### src/rtl/uart_seg_display_ctrl_if.sv
`default_nettype none
// ============================================================================
// Module      : uart_seg_display_ctrl_if
// Description : Bundles the received-byte strobe and the multiplexed display
//               outputs of uart_seg_display_ctrl into one interface.
// Revision    : 1.0 - initial release
// ============================================================================
interface uart_seg_display_ctrl_if #(
    parameter int NUM_DIGITS = 4
);
    logic [7:0]            rx_byte;
    logic                  rx_valid;
    logic [6:0]            seg;
    logic [NUM_DIGITS-1:0] dig_en;
    logic                  disp_upd;
    logic                  cmd_err;

    // Byte source / display sink side
    modport master (
        output rx_byte, rx_valid,
        input  seg, dig_en, disp_upd, cmd_err
    );

    // Controller side
    modport slave (
        input  rx_byte, rx_valid,
        output seg, dig_en, disp_upd, cmd_err
    );
endinterface
`default_nettype wire

### src/rtl/uart_seg_display_ctrl.sv
`default_nettype none
// ============================================================================
// Module      : uart_seg_display_ctrl
// Description : Parses ASCII bytes from the UART receiver into a shadow digit
//               buffer, commits it on CR/LF and time-multiplexes the committed
//               digits onto a shared 7-segment bus.
//               Optional macro BLANK_LEADING_ZERO_EN blanks leading zeros
//               (digit 0 always shown).
// Revision    : 1.0 - initial release
// ============================================================================
module uart_seg_display_ctrl #(
    parameter int NUM_DIGITS = 4,
    parameter int SCAN_DIV   = 6750
) (
    input  wire logic               clk,
    input  wire logic               reset_n,
    uart_seg_display_ctrl_if.slave  bus
);
    localparam int              c_BUF_W  = NUM_DIGITS * 5;
    localparam int              c_CNT_W  = $clog2(NUM_DIGITS + 1);
    localparam int              c_SCAN_W = (SCAN_DIV > 1) ? $clog2(SCAN_DIV) : 1;
    localparam logic [1:0]      c_ST_IDLE  = 2'd0;
    localparam logic [1:0]      c_ST_ACCUM = 2'd1;
    localparam logic [1:0]      c_ST_ERROR = 2'd2;
    localparam logic [NUM_DIGITS-1:0] c_DIG0 = NUM_DIGITS'(1);

    logic [1:0]            r_state;
    logic [1:0]            w_state_nxt;
    logic [c_CNT_W-1:0]    r_cnt;
    logic [c_BUF_W-1:0]    r_shadow;     // per digit {valid, bcd[3:0]}
    logic [c_BUF_W-1:0]    r_display;
    logic [c_SCAN_W-1:0]   r_scan_cnt;
    logic [NUM_DIGITS-1:0] r_dig_en;
    logic [6:0]            r_seg;
    logic                  r_disp_upd;
    logic                  r_cmd_err;

    logic                  w_is_digit;
    logic                  w_is_eol;
    logic                  w_is_clear;
    logic                  w_shift;
    logic                  w_commit;
    logic                  w_clear;
    logic                  w_err_enter;
    logic [NUM_DIGITS-1:0] w_show;
    logic [3:0]            w_sel_bcd;
    logic                  w_sel_show;
`ifdef BLANK_LEADING_ZERO_EN
    logic                  w_lz_run;
`endif

    // Seven-segment pattern {g,f,e,d,c,b,a} for one BCD digit
    function automatic logic [6:0] f_seg(input logic [3:0] bcd);
        case (bcd)
            4'd0:    f_seg = 7'h3F;
            4'd1:    f_seg = 7'h06;
            4'd2:    f_seg = 7'h5B;
            4'd3:    f_seg = 7'h4F;
            4'd4:    f_seg = 7'h66;
            4'd5:    f_seg = 7'h6D;
            4'd6:    f_seg = 7'h7D;
            4'd7:    f_seg = 7'h07;
            4'd8:    f_seg = 7'h7F;
            4'd9:    f_seg = 7'h6F;
            default: f_seg = 7'h00;
        endcase
    endfunction

    // Classify the incoming byte
    always_comb begin
        w_is_digit = (bus.rx_byte >= 8'h30) && (bus.rx_byte <= 8'h39);
        w_is_eol   = (bus.rx_byte == 8'h0D) || (bus.rx_byte == 8'h0A);
        w_is_clear = (bus.rx_byte == 8'h43) || (bus.rx_byte == 8'h63);
    end

    // Command parser: next state and one-cycle buffer actions
    always_comb begin
        w_state_nxt = r_state;
        w_shift     = 1'b0;
        w_commit    = 1'b0;
        w_clear     = 1'b0;
        w_err_enter = 1'b0;
        if (bus.rx_valid) begin
            case (r_state)
                c_ST_IDLE: begin
                    if (w_is_digit) begin
                        w_shift     = 1'b1;
                        w_state_nxt = c_ST_ACCUM;
                    end else if (w_is_clear) begin
                        w_clear     = 1'b1;
                    end else if (!w_is_eol) begin
                        w_err_enter = 1'b1;
                        w_state_nxt = c_ST_ERROR;
                    end
                end
                c_ST_ACCUM: begin
                    if (w_is_digit) begin
                        w_shift     = 1'b1;
                    end else if (w_is_eol) begin
                        w_commit    = 1'b1;
                        w_state_nxt = c_ST_IDLE;
                    end else if (w_is_clear) begin
                        w_clear     = 1'b1;
                        w_state_nxt = c_ST_IDLE;
                    end else begin
                        w_err_enter = 1'b1;
                        w_state_nxt = c_ST_ERROR;
                    end
                end
                c_ST_ERROR: begin
                    if (w_is_eol) w_state_nxt = c_ST_IDLE;
                end
                default: w_state_nxt = c_ST_IDLE;
            endcase
        end
    end

    // Parser state register
    always_ff @(posedge clk or negedge reset_n) begin
        if (!reset_n) r_state <= c_ST_IDLE;
        else          r_state <= w_state_nxt;
    end

    // Shadow/display buffers, digit count and event pulses
    always_ff @(posedge clk or negedge reset_n) begin
        if (!reset_n) begin
            r_shadow   <= '0;
            r_display  <= '0;
            r_cnt      <= '0;
            r_disp_upd <= 1'b0;
            r_cmd_err  <= 1'b0;
        end else begin
            r_disp_upd <= w_commit | w_clear;
            r_cmd_err  <= w_err_enter;
            if (w_shift) begin
                // Newest digit enters on the right; the oldest falls off the left
                r_shadow <= {r_shadow[c_BUF_W-6:0], 1'b1, bus.rx_byte[3:0]};
                if (r_state == c_ST_IDLE)                   r_cnt <= c_CNT_W'(1);
                else if (r_cnt != c_CNT_W'(NUM_DIGITS))     r_cnt <= r_cnt + 1'b1;
            end
            if (w_commit) begin
                r_display <= r_shadow;
                r_shadow  <= '0;
                r_cnt     <= '0;
            end
            if (w_clear) begin
                r_display <= '0;
                r_shadow  <= '0;
                r_cnt     <= '0;
            end
            if (w_err_enter) begin
                r_shadow  <= '0;
                r_cnt     <= '0;
            end
        end
    end

    // Digit slot timer and one-hot digit rotation
    always_ff @(posedge clk or negedge reset_n) begin
        if (!reset_n) begin
            r_scan_cnt <= '0;
            r_dig_en   <= c_DIG0;
        end else if (r_scan_cnt == c_SCAN_W'(SCAN_DIV - 1)) begin
            r_scan_cnt <= '0;
            r_dig_en   <= {r_dig_en[NUM_DIGITS-2:0], r_dig_en[NUM_DIGITS-1]};
        end else begin
            r_scan_cnt <= r_scan_cnt + 1'b1;
        end
    end

    // Per-digit visibility: valid digits, optionally minus leading zeros
    always_comb begin
        w_show = '0;
`ifdef BLANK_LEADING_ZERO_EN
        w_lz_run = 1'b1;
        for (int i = NUM_DIGITS - 1; i >= 0; i--) begin
            if (r_display[i*5+4] && (r_display[i*5 +: 4] != 4'd0)) w_lz_run = 1'b0;
            w_show[i] = r_display[i*5+4] && !(w_lz_run && (i != 0));
        end
`else
        for (int i = 0; i < NUM_DIGITS; i++) begin
            w_show[i] = r_display[i*5+4];
        end
`endif
    end

    // Select the display entry addressed by the active digit enable
    always_comb begin
        w_sel_bcd  = '0;
        w_sel_show = 1'b0;
        for (int i = 0; i < NUM_DIGITS; i++) begin
            if (r_dig_en[i]) begin
                w_sel_bcd  = r_display[i*5 +: 4];
                w_sel_show = w_show[i];
            end
        end
    end

    // Segment bus is refreshed every cycle so commits appear without waiting for a slot
    always_ff @(posedge clk or negedge reset_n) begin
        if (!reset_n)        r_seg <= 7'h00;
        else if (w_sel_show) r_seg <= f_seg(w_sel_bcd);
        else                 r_seg <= 7'h00;
    end

    assign bus.seg      = r_seg;
    assign bus.dig_en   = r_dig_en;
    assign bus.disp_upd = r_disp_upd;
    assign bus.cmd_err  = r_cmd_err;

endmodule
`default_nettype wire

### src/flat_wrapper.sv
// flat-port wrapper written by rule: the top's interface ports become plain ports
module uart_seg_display_ctrl_flat 
#(
    parameter int NUM_DIGITS = 4,
    parameter int SCAN_DIV   = 6750
)
  (clk, reset_n, bus_rx_byte, bus_rx_valid, bus_seg, bus_dig_en, bus_disp_upd, bus_cmd_err);
  uart_seg_display_ctrl_if #(.NUM_DIGITS(NUM_DIGITS)) bus_i ();
  input  wire logic clk;
  input  wire logic reset_n;
  input wire logic [$bits(bus_i.rx_byte)-1:0] bus_rx_byte;
  input wire logic [$bits(bus_i.rx_valid)-1:0] bus_rx_valid;
  output wire logic [$bits(bus_i.seg)-1:0] bus_seg;
  output wire logic [$bits(bus_i.dig_en)-1:0] bus_dig_en;
  output wire logic [$bits(bus_i.disp_upd)-1:0] bus_disp_upd;
  output wire logic [$bits(bus_i.cmd_err)-1:0] bus_cmd_err;
  assign bus_i.rx_byte = bus_rx_byte;
  assign bus_i.rx_valid = bus_rx_valid;
  assign bus_seg = bus_i.seg;
  assign bus_dig_en = bus_i.dig_en;
  assign bus_disp_upd = bus_i.disp_upd;
  assign bus_cmd_err = bus_i.cmd_err;
  uart_seg_display_ctrl #(.NUM_DIGITS(NUM_DIGITS), .SCAN_DIV(SCAN_DIV)) u_core (.clk(clk), .reset_n(reset_n), .bus(bus_i));
endmodule
### config.mk
export PLATFORM = sky130hd
export DESIGN_NAME = uart_seg_display_ctrl_flat
export DESIGN_NICKNAME = d
export VERILOG_FILES = /design/src/rtl/uart_seg_display_ctrl_if.sv /design/src/rtl/uart_seg_display_ctrl.sv /design/src/flat_wrapper.sv
export SDC_FILE = /design/constraint.sdc
export NUM_CORES = 1
export LEC_CHECK = 0
export ABC_AREA = 1
export BUFFER_PORTS_ARGS = -buffer_cell sky130_fd_sc_hd__buf_2
export CAP_MARGIN = 20
export CORE_ASPECT_RATIO = 1.1
export CORE_MARGIN = 1
export CORE_UTILIZATION = 45
export DETAILED_ROUTE_END_ITERATION = 8
export SETUP_SLACK_MARGIN = 0.1
export SYNTH_ARGS = -nofsm -noshare
export SYNTH_HDL_FRONTEND = slang
export SYNTH_SLANG_ARGS = --single-unit
### constraint.sdc
create_clock -name clk -period 1.5 [get_ports clk]
set_clock_uncertainty 0.05 [all_clocks]
set_input_delay 0.45 -clock clk [delete_from_list [all_inputs] [get_ports clk]]
set_output_delay 0.45 -clock clk [all_outputs]
set_load 0.01 [all_outputs]
=== After elaboration in Yosys (flattened, before gate mapping) ===
Memory sizes are Yosys's and may differ from the RTL's.
Index checks and enable logic that the tools add are counted.

* Output and inout port bits: 13
* Input port bits: 11
* Memories: 1
* Logic and storage cells: 77
* Register bits: 68
* ROM bits: 112

* Add/sub/neg operators: 1
* Bitwise gates (word level): 1
* $lt $le $gt $ge: 2
* Reduce and logical (&&, ||, !) cells: 8
* Eq/ne operators: 11
* Multiplexer cells: 45

{| class="wikitable"
|+ Memories
! name !! depth !! bits a word !! read ports !! clocked after memory_dff !! write ports !! line !! text
|-
| (name not given) || 16 || 7 || 1 || 0 || 0 || uart_seg_display_ctrl.sv:54 || <nowiki>case (bcd)</nowiki>
|}

{| class="wikitable"
|+ Operator list
! kind !! number
|-
| $mux W20 || 6
|-
| $mux W1 || 23
|-
| $eq A8 B4 Y1 const B || 2
|-
| $eq A8 B7 Y1 const B || 2
|-
| $mux W4 || 4
|-
| $mux W2 || 7
|-
| $add A13 B1 Y13 const B || 1
|-
| $eq A13 B13 Y1 const B || 1
|-
| $mux W13 || 1
|-
| $ge A8 B6 Y1 const B || 1
|-
| $le A8 B6 Y1 const B || 1
|-
| $mux W7 || 1
|-
| $ne A3 B2 Y1 const B || 2
|-
| $pmux W2 S3 || 1
|-
| $reduce_and A5 Y1 || 1
|-
| $pmux W1 S2 || 2
|-
| $reduce_bool A4 Y1 || 1
|-
| $eq A2 B1 Y1 const B || 1
|-
| $eq A2 B2 Y1 const B || 1
|-
| $logic_not A2 Y1 || 1
|-
| $logic_or A1 B1 Y1 || 2
|-
| $ne A2 B1 Y1 const B || 1
|-
| $ne A2 B2 Y1 const B || 1
|-
| $reduce_bool A2 Y1 || 1
|-
| 3 further kinds || 3
|}

=== Depth between registers and ports, before layout ===
Gate-level depths: netlist of run 1.

* Word-level depth: 9
* Depth in mapped cells: 14
* Mapped depth without buffers: 13

=== Worst setup path before layout of run 1 ===
OpenSTA, ideal clock, no wires.

* Kind: reg2reg
* Start point: reg u_core.r_dig_en[2], in the netlist u_core.bus.dig_en[2]
* End point: reg u_core.r_seg[3], in the netlist u_core.bus.seg[3]
* Buffers on the path: 1
* Required time: 1.333 ns
* Arrival time: 1.586 ns
* Period minus slack after synthesis: 1.753 ns
* Setup time: 0.117 ns
* Slack: -0.253 ns
* Cell stages (with the launch flop): 12
* Path through: dfrtp_1 buf_4 inv_1 or2_2 nand3_1 nand2_1 inv_1 ha_1 inv_1 nor2_1 nor2_1 nor2_1

* Longest elaborated chain between the ends: 4

{| class="wikitable"
|+ Ends and longest elaborated chain
! what !! line !! text
|-
| start, declared || uart_seg_display_ctrl.sv:33 || <nowiki>logic [NUM_DIGITS-1:0] r_dig_en;</nowiki>
|-
| start signal, assigned || uart_seg_display_ctrl.sv:162 || <nowiki>r_dig_en <= c_DIG0;</nowiki>
|-
| start signal, assigned || uart_seg_display_ctrl.sv:165 || <nowiki>r_dig_en <= {r_dig_en[NUM_DIGITS-2:0], r_dig_en[NUM_DIGITS-1]};</nowiki>
|-
| $mux W4 (2 in a row) || uart_seg_display_ctrl.sv:192 || <nowiki>if (r_dig_en[i]) begin</nowiki>
|-
| $mem_v2 Z16 W7 || n/a ||
|-
| $mux W7 * || uart_seg_display_ctrl.sv:202 || <nowiki>else if (w_sel_show) r_seg <= f_seg(w_sel_bcd);</nowiki>
|-
| end signal, assigned || uart_seg_display_ctrl.sv:202 ||
|-
| end, declared || uart_seg_display_ctrl.sv:34 || <nowiki>logic [6:0] r_seg;</nowiki>
|}

Every way passes the cells marked *; elsewhere a longest branch is shown, timed or not.
A chain may end at the register's enable or synchronous reset.

=== Worst setup path in the final report of run 1 ===
* Start point: reg u_core.r_dig_en[0], in the netlist u_core.bus.dig_en[0]
* End point: reg u_core.r_seg[3], in the netlist u_core.bus.seg[3]

* Longest elaborated chain between the ends: 6

{| class="wikitable"
|+ Ends and longest elaborated chain
! what !! line
|-
| $mux W4 (4 in a row) || uart_seg_display_ctrl.sv:192
|-
| $mem_v2 Z16 W7 || n/a
|-
| $mux W7 * || uart_seg_display_ctrl.sv:202
|}

Marks and branches as above.

==> results by group, run 1 <==
Placement
  – IO Port Bufs: 23
  – Detail Placement HPWL: ~5.4 mm
  – Routability Congestion: around 0.82

Clock tree
  – Clock slew at reported path FFs: 0.08 ns
  – Htree depth: 3
  – CTS tree: yes
  – Root buf cell: clkbuf_8
  – CTS Sinks: 68
  – Worst-Skew Late Latency: 0.34 ns
  – Max Buffers Root-to-Sink: 2
  – CTS buffer count: 9

Power
  – Worst ir drop on vdd: just over 700 uV
  – Total leakage power: 2.508 nW
  – Share of power burned in registers: between 50% and 60%
  – PwrDens: a little under 800 nW/um^2
  – Switching part of the total power: around a quarter
  – Clock share of power: 38.1%
  – Internal power: 0.002822 W
  – Switching power: 0.0009805 W
  – Combinational share of power: a little under an eighth

Run
  – Max-Cap Viols: 0

Die
  – Die Width: slightly below 90 um
  – Starting density of the core: between 40% and 50%
  – Core box area: 7556 um^2
  – I/O pin count: 24
  – Die ar.: 8273 um^2
  – Rows: 33
  – Die height: around 95 um

Synth
  – Cells after Synth: between 400 and 500
  – Synthesized area: 3561 um^2
  – Seq/Total Area, Yosys: between 40 and 50%
  – Synth warnings: 0
  – Synth Flop Type: dfrtp_1
  – Post-synthesis cell type count: 30
  – Post-synth EDFFs: 0
  – Async set-or-reset flop fraction in the synthesized netlist: 100.0%
  – Register bit count reported by yosys: 68
  – Post-Syn Nets: 482
  – Syn_area_per_cell: about 7.7 um^2

Layout
  – Ant. Diodes: 0
  – Area grow syn2layout: 37.91%
  – Commonest non-fill, non-tap cell in the layout: nand2_1
  – NumNets Final: about 550
  – Ratio of cells with drive above 1 in the final layout: between 30% and 40%
  – Final core occ: between 60% and 70%
  – Commonest cells after routing, fill and taps aside: nand2_1 (97), dfrtp_1 (63), inv_1 (55), nor2_1 (42), nand3_1 (32)

GRT
  – Largest net degree at the start of global routing: 30
  – First-pass GRT wire length: 13.45 mm
  – Initial antenna violation count: 0
  – GRT overflow: 0
  – Vias in the first global route: between 3000 and 4000
  – GRT Total Usage: a little over a fifth

Setup path
  – Critical Path Start Type: flop
  – Worst-path maximum fanout: 4
  – CP Class: flop to flop
  – WP data required: between 1.5 and 2 ns
  – Critical Path End Type: flop
  – Critical Path AT: about 1.9 ns

Routing
  – Residual DRC: 0
  – Routed via count: 3155
  – Vias per Instance: 4.891
  – Antenna Nets Post-Route: 0
  – Drt wl/cell: about 13 um
  – Total Wirelength: about 8.3 mm
  – First drt pass iteration count: 4
  – DR iter-0 viols: 149

Status
  – Status: finished, violations left
  – Failing checks: negative setup slack

Min path
  – Hold Path Class: flop to flop

STA
  – Tcrit/Tclk final: 111.7%
  – Final setup margin: -0.1751 ns
  – Max_slew headroom: 79.80%
  – Worst-Margin Slew: around 0.30 ns
  – Unrepaired setup endpoints after global routing: true
  – # setup viols final: 11
  – Fmax: 597.0 MHz
  – Fin crit period: about 1.7 ns
  – Slew Limit Fails: 0
  – Fin. Hold Viols: 0
  – Fin Setup TNS: -1.157 ns
-- state kept, by name, indices dropped and copies added (netlist names) --
name and flops:
u_core.r_shadow 20, u_core.r_state 2, u_core.r_scan_cnt 13, u_core.bus.cmd_err 1, u_core.bus.seg 7, u_core.bus.disp_upd 1
u_core.bus.dig_en 4, u_core.r_display 20
-- repair_timing --
| item | in CTS | in global routing |
|---|---|---|
| setup endpoints to repair | 14 | 67 |
| gates resized for setup | 39 | 73 |
| hold endpoints to repair | 7 | 0 |
| hold buffers | 1 | 0 |
| setup buffers | 4 | 4 |
| gates cloned | 0 | 6 |
| pin swaps | 19 | 30 |
-- metrics by stage --
stage / hold slack [ns] / std cells / total power, W / area (um^2) / setup WS (ns)
3_5_place_dp: 0.2983 / 614 / 0.002308 / 4150 / -0.1690
2_1_floorplan: 0.1044 / 464 / 0.002152 / 3706 / -0.05763
3_3_place_gp: 0.3027 / 614 / 0.002305 / 4150 / -0.1258
5_1_grt: 0.4674 / 645 / 0.003992 / 4911 / -0.2584
6_report: 0.4337 / 645 / 0.003802 / 4911 / -0.1751
4_1_cts: 0.4268 / 635 / 0.003785 / 4541 / -0.1652
-- area by class of cell --
cell class	count	area [um^2]
fill	635	2645
multi-input combinational	310	1877
sequential	68	1708
timing repair buffer	75	694.4
inverter	71	316.6
clock buffer	11	131.4
tap	105	131.4
clock inverter	5	52.55
-- cell families after synthesis --
family,after synthesis,share of synthesized area (%)
xor gates and xnor gates,2,0.4920
and+or+nand+nor,264,32.47
buffers and inverters,86,10.51
AOI/OAI and AO/OA,37,6.255
DFF,68,47.82
adders and majority gates,7,2.459
-- synth_stat cells (2+ instances only) --
cell type,n,area [um^2]
dfrtp_1,67,1677
or2_2,6,37.54
ha_1,7,87.58
o21ai_2,9,78.83
clkbuf_1,2,7.510
o21ai_0,14,70.07
buf_6,2,22.52
nand2_2,3,18.77
buf_2,3,15.01
nor2_1,48,180.2
inv_2,5,18.77
nand4_1,6,37.54
buf_4,8,60.06
inv_1,65,244.0
nand2_1,138,518.0
xor2_1,2,17.52
nor2_2,10,62.56
nand3_1,43,215.2
a21oi_1,12,60.06
nor3_1,4,20.02
-- worst paths after layout --
kind	from	end	slack, ns	depth (start not counted)
max	u_core.bus.dig_en[0]	u_core.bus.seg[3]	-0.18	10
min	u_core.r_display[15]	u_core.r_display[15]	0.43	2
max reg2reg	u_core.bus.dig_en[0]	u_core.bus.seg[3]	-0.18	10
min reg2reg	u_core.r_display[15]	u_core.r_display[15]	0.43	2
max in group asynchronous	reset_n	u_core.bus.dig_en[2]	0.41	3
min in group asynchronous	reset_n	u_core.r_display[16]	0.49	2
-- layer usage --
metal  global-route usage, %  vias up  share of wire [%]
li1                        -     1581                  -
met1                   27.20     1495                 46
met2                   35.10       59                 49
met3                   3.290       20                2.6
met4                   10.14        0                2.7
met5                       0        -                  0
-- worst max-delay path, stage by stage, from the launching register on --
cell	delay [ns]
dfstp_2	0.61
nand3_2	0.08
nand2_2	0.07
nand3_2	0.08
nand2_4	0.14
inv_6	0.06
ha_4	0.26
inv_2	0.03
nor2_2	0.11
nor2_1	0.05
nor2_1	0.09
-- power by group through the flow --
stage               sequential (W)  combinational, W  clock [W]
detailed placement         0.00193          0.000377          0
finish                     0.00191          0.000448    0.00145
floorplan                  0.00193          0.000221          0
CTS                        0.00189          0.000381    0.00151
global placement           0.00193          0.000374          0
global route               0.00191          0.000492    0.00159
(Power assumes the default switching activity.)
==> inputs of run 2 (changes only) <==
Settings changed: CELL_PAD_IN_SITES_DETAIL_PLACEMENT set to 1, CELL_PAD_IN_SITES_GLOBAL_PLACEMENT set to 2, CORE_UTILIZATION 45 to 32, PLACE_DENSITY_LB_ADDON set to 0.1, SETUP_SLACK_MARGIN 0.1 to not set.
==> run 2 against run 1 <==
Compared with the run above: the flow still finishes with violations (negative setup slack); register-to-register slack improved by 0.07 ns; utilization shrank 21 points; non-clock buffer count decreased by 3; via count decreased by 4.2%; clock power increased by 37%; worst setup slack improved by 0.047 ns; combinational power fell by 3%; die area is 40% higher; global-route usage down 4.3 points; largest cell class is now registers; largest power group is now the clock network.
==> results by group, run 2 (synthesized netlist as in run 1, its figures left out) <==
Setup path
  – CP Class: flop to primary output
  – Worst stage delay on the critical path: 0.59 ns (-0.02 ns)
  – Critical Path Start Type: flop
  – Critical-path top delay cell: dfstp_2
  – Critical Path End Type: primary output
  – CP Cell Sequence: buf_6 -> buf_6
  – Worst-path maximum fanout: 5 (+1)
  – WP data required: 1.00 ns (-0.73 ns)
  – Critical Path AT: 1.13 ns (-0.77 ns)
  – Top cell by count, worst path: buf_6

Layout
  – Fillers: 1328 (+110%)
  – Ant. Diodes: 0 (unchanged)
  – Commonest non-fill, non-tap cell in the layout: nand2_1
  – NumNets Final: 550 (-0.54%)
  – Ratio of cells with drive above 1 in the final layout: 31.66% (-8.0 points)
  – Storage element area: 1708 um^2 (unchanged)
  – Commonest cells after routing, fill and taps aside: nand2_1 (127), dfrtp_1 (63), inv_1 (60), nor2_1 (44), nand3_1 (36)
  – Multi-input logic area: 1683 um^2 (-10%)
  – Largest regs: u_core.r_display: 20 flops, u_core.r_shadow: 20 flops, u_core.r_scan_cnt: 13 flops
  – Area grow syn2layout: 33.84%

Clock tree
  – Max Buffers Root-to-Sink: 2 (unchanged)
  – CTS buffer count: 9 (unchanged)
  – CTS Sinks: 68 (unchanged)
  – CTS tree: yes
  – Clock slew at reported path FFs: 0.06 ns (-0.02 ns)
  – Worst-Skew Late Latency: 0.33 ns (about the same)
  – Root buf cell: clkbuf_16
  – Htree depth: 3 (unchanged)

Power
  – Total leakage power: 2.460 nW (-1.9%)
  – Clock share of power: 45.7% (+7.6 points)
  – Internal power: 0.003180 W (+13%)
  – Worst ir drop on vdd: 418.1 uV (-42%)
  – Share of power burned in registers: 44.2% (-5.9 points)
  – Switching part of the total power: 26.41% (+0.63 points)
  – Switching power: 0.001141 W (+16%)
  – Combinational share of power: 10.1% (-1.7 points)
  – PwrDens: 906.7 nW/um^2 (+17%)

Status
  – Status: finished, violations left
  – Failing checks: negative setup slack

GRT
  – Global-route track usage on met1: 22.61% (-4.6 points)
  – Initial antenna violation count: 0 (unchanged)
  – GRT Total Usage: 16.95% (-4.3 points)
  – First-pass GRT wire length: 15.06 mm (+12%)
  – GRT overflow: 0 (unchanged)
  – Layer with the highest usage: met2
  – Met3 Resource Use GR: 3.362% (+0.072 points)
  – M2 GR Usage: 26.80% (-8.3 points)
  – Vias in the first global route: 3127 (+4.2%)
  – Largest net degree at the start of global routing: 30 (unchanged)

Routing
  – DR iter-0 viols: 59 (-60%)
  – Vias per Instance: 4.421 (-9.6%)
  – Total Wirelength: 8.747 mm (+5.1%)
  – Antenna Nets Post-Route: 0 (unchanged)
  – Residual DRC: 0 (unchanged)
  – Routed via count: 3024 (-4.2%)
  – Drt wl/cell: 12.79 um (-0.86%)
  – First drt pass iteration count: 4 (unchanged)

Die
  – Core box area: 10860 um^2 (+44%)
  – Die height: 112.6 um (+18%)
  – Rows: 40 (+21%)
  – Starting density of the core: 32.79% (-14 points)
  – Die Width: 102.6 um (+18%)
  – I/O pin count: 24 (unchanged)
  – Die ar.: 11550 um^2 (+40%)

Placement
  – Routability Congestion: 0.7529 (-8.2%)
  – IO Port Bufs: 23 (unchanged)
  – Detail Placement HPWL: 6.322 mm (+17%)
  – Place WS: -0.2128 ns (-0.04378 ns)

STA
  – Worst-Margin Slew: 0.3467 ns (+0.04380 ns)
  – # setup viols final: 11 (unchanged)
  – WHS: 0.4330 ns (-0.0007160 ns)
  – Slew Limit Fails: 0 (unchanged)
  – Fin crit period: 1.628 ns (-0.04691 ns)
  – Max_slew headroom: 76.88% (-2.9 points)
  – Final setup margin: -0.1282 ns (+0.04691 ns)
  – Fmax: 614.2 MHz (+2.9%)
  – Unrepaired setup endpoints after global routing: true
  – Fin. Hold Viols: 0 (unchanged)
  – Tcrit/Tclk final: 108.5% (-3.1 points)

Run
  – Max-Cap Viols: 0 (unchanged)

Min path
  – Hold Path Class: flop to flop
[run 2: timing repair]
action | 4_1_cts | 5_1_grt
pin swaps | 14 | 14
endpoints found under the hold margin | 10 | 0
hold buffers | 1 | 0
buffers inserted | 5 | 2
gates resized for setup | 30 | 28
gates cloned | 0 | 2
endpoints found under the setup margin | 11 | 59
[run 2: final timing paths]
kind | from | endpoint | slack, ns | cells after the start
max | u_core.bus.dig_en[0] | bus_dig_en[0] | -0.13 | 2
min | u_core.r_display[19] | u_core.r_display[19] | 0.43 | 2
max reg2reg | u_core.bus.dig_en[0] | u_core.bus.seg[3] | -0.11 | 10
min reg2reg | u_core.r_display[19] | u_core.r_display[19] | 0.43 | 2
max in group asynchronous | reset_n | u_core.bus.dig_en[0] | 0.37 | 3
min in group asynchronous | reset_n | u_core.bus.seg[1] | 0.51 | 2
[run 2: routing by layer]
metal	part of all wire, %	routed length, um	vias to the layer above
li1	-	-	1568
met1	49	4256	1422
met2	48	4189	23
met3	1.9	167	11
met4	1.5	133	0
met5	0	0	-
[run 2: through the flow]
stage	instances	util [%]	TNS (ns)	area [um^2]	power, W
global route	684	43.88	-1.591	4766	0.004526
CTS	680	42.55	-1.129	4621	0.004328
finish	684	43.88	-0.8059	4766	0.004321
detailed placement	658	38.35	-8.815	4165	0.002300
floorplan	464	-	-0.2708	3627	0.002130
global placement	658	38.35	-6.865	4165	0.002296
[run 2: power groups by stage]
stage / registers, W / clock network, W / logic [W]
finish: 0.00191 / 0.00198 / 0.000435
global route: 0.00192 / 0.00213 / 0.000481
CTS: 0.00190 / 0.00206 / 0.000368
detailed placement: 0.00194 / 0 / 0.000365
global placement: 0.00194 / 0 / 0.000360
floorplan: 0.00193 / 0 / 0.000198
[run 2: cell type report]
cell class                 instances  area share [%]
clock buffer                       9           4.726
clock inverter                     7           1.103
inverter                          71           5.960
multi-input combinational        310           35.31
sequential                        68           35.84
tap                              147           3.859
timing repair buffer              72           13.21
[run 2: critical path, delay by kind of cell (launching register included)]
family,cells,cell delay (ns)
flip-flops,1,0.59
buffers and inverters,2,0.21
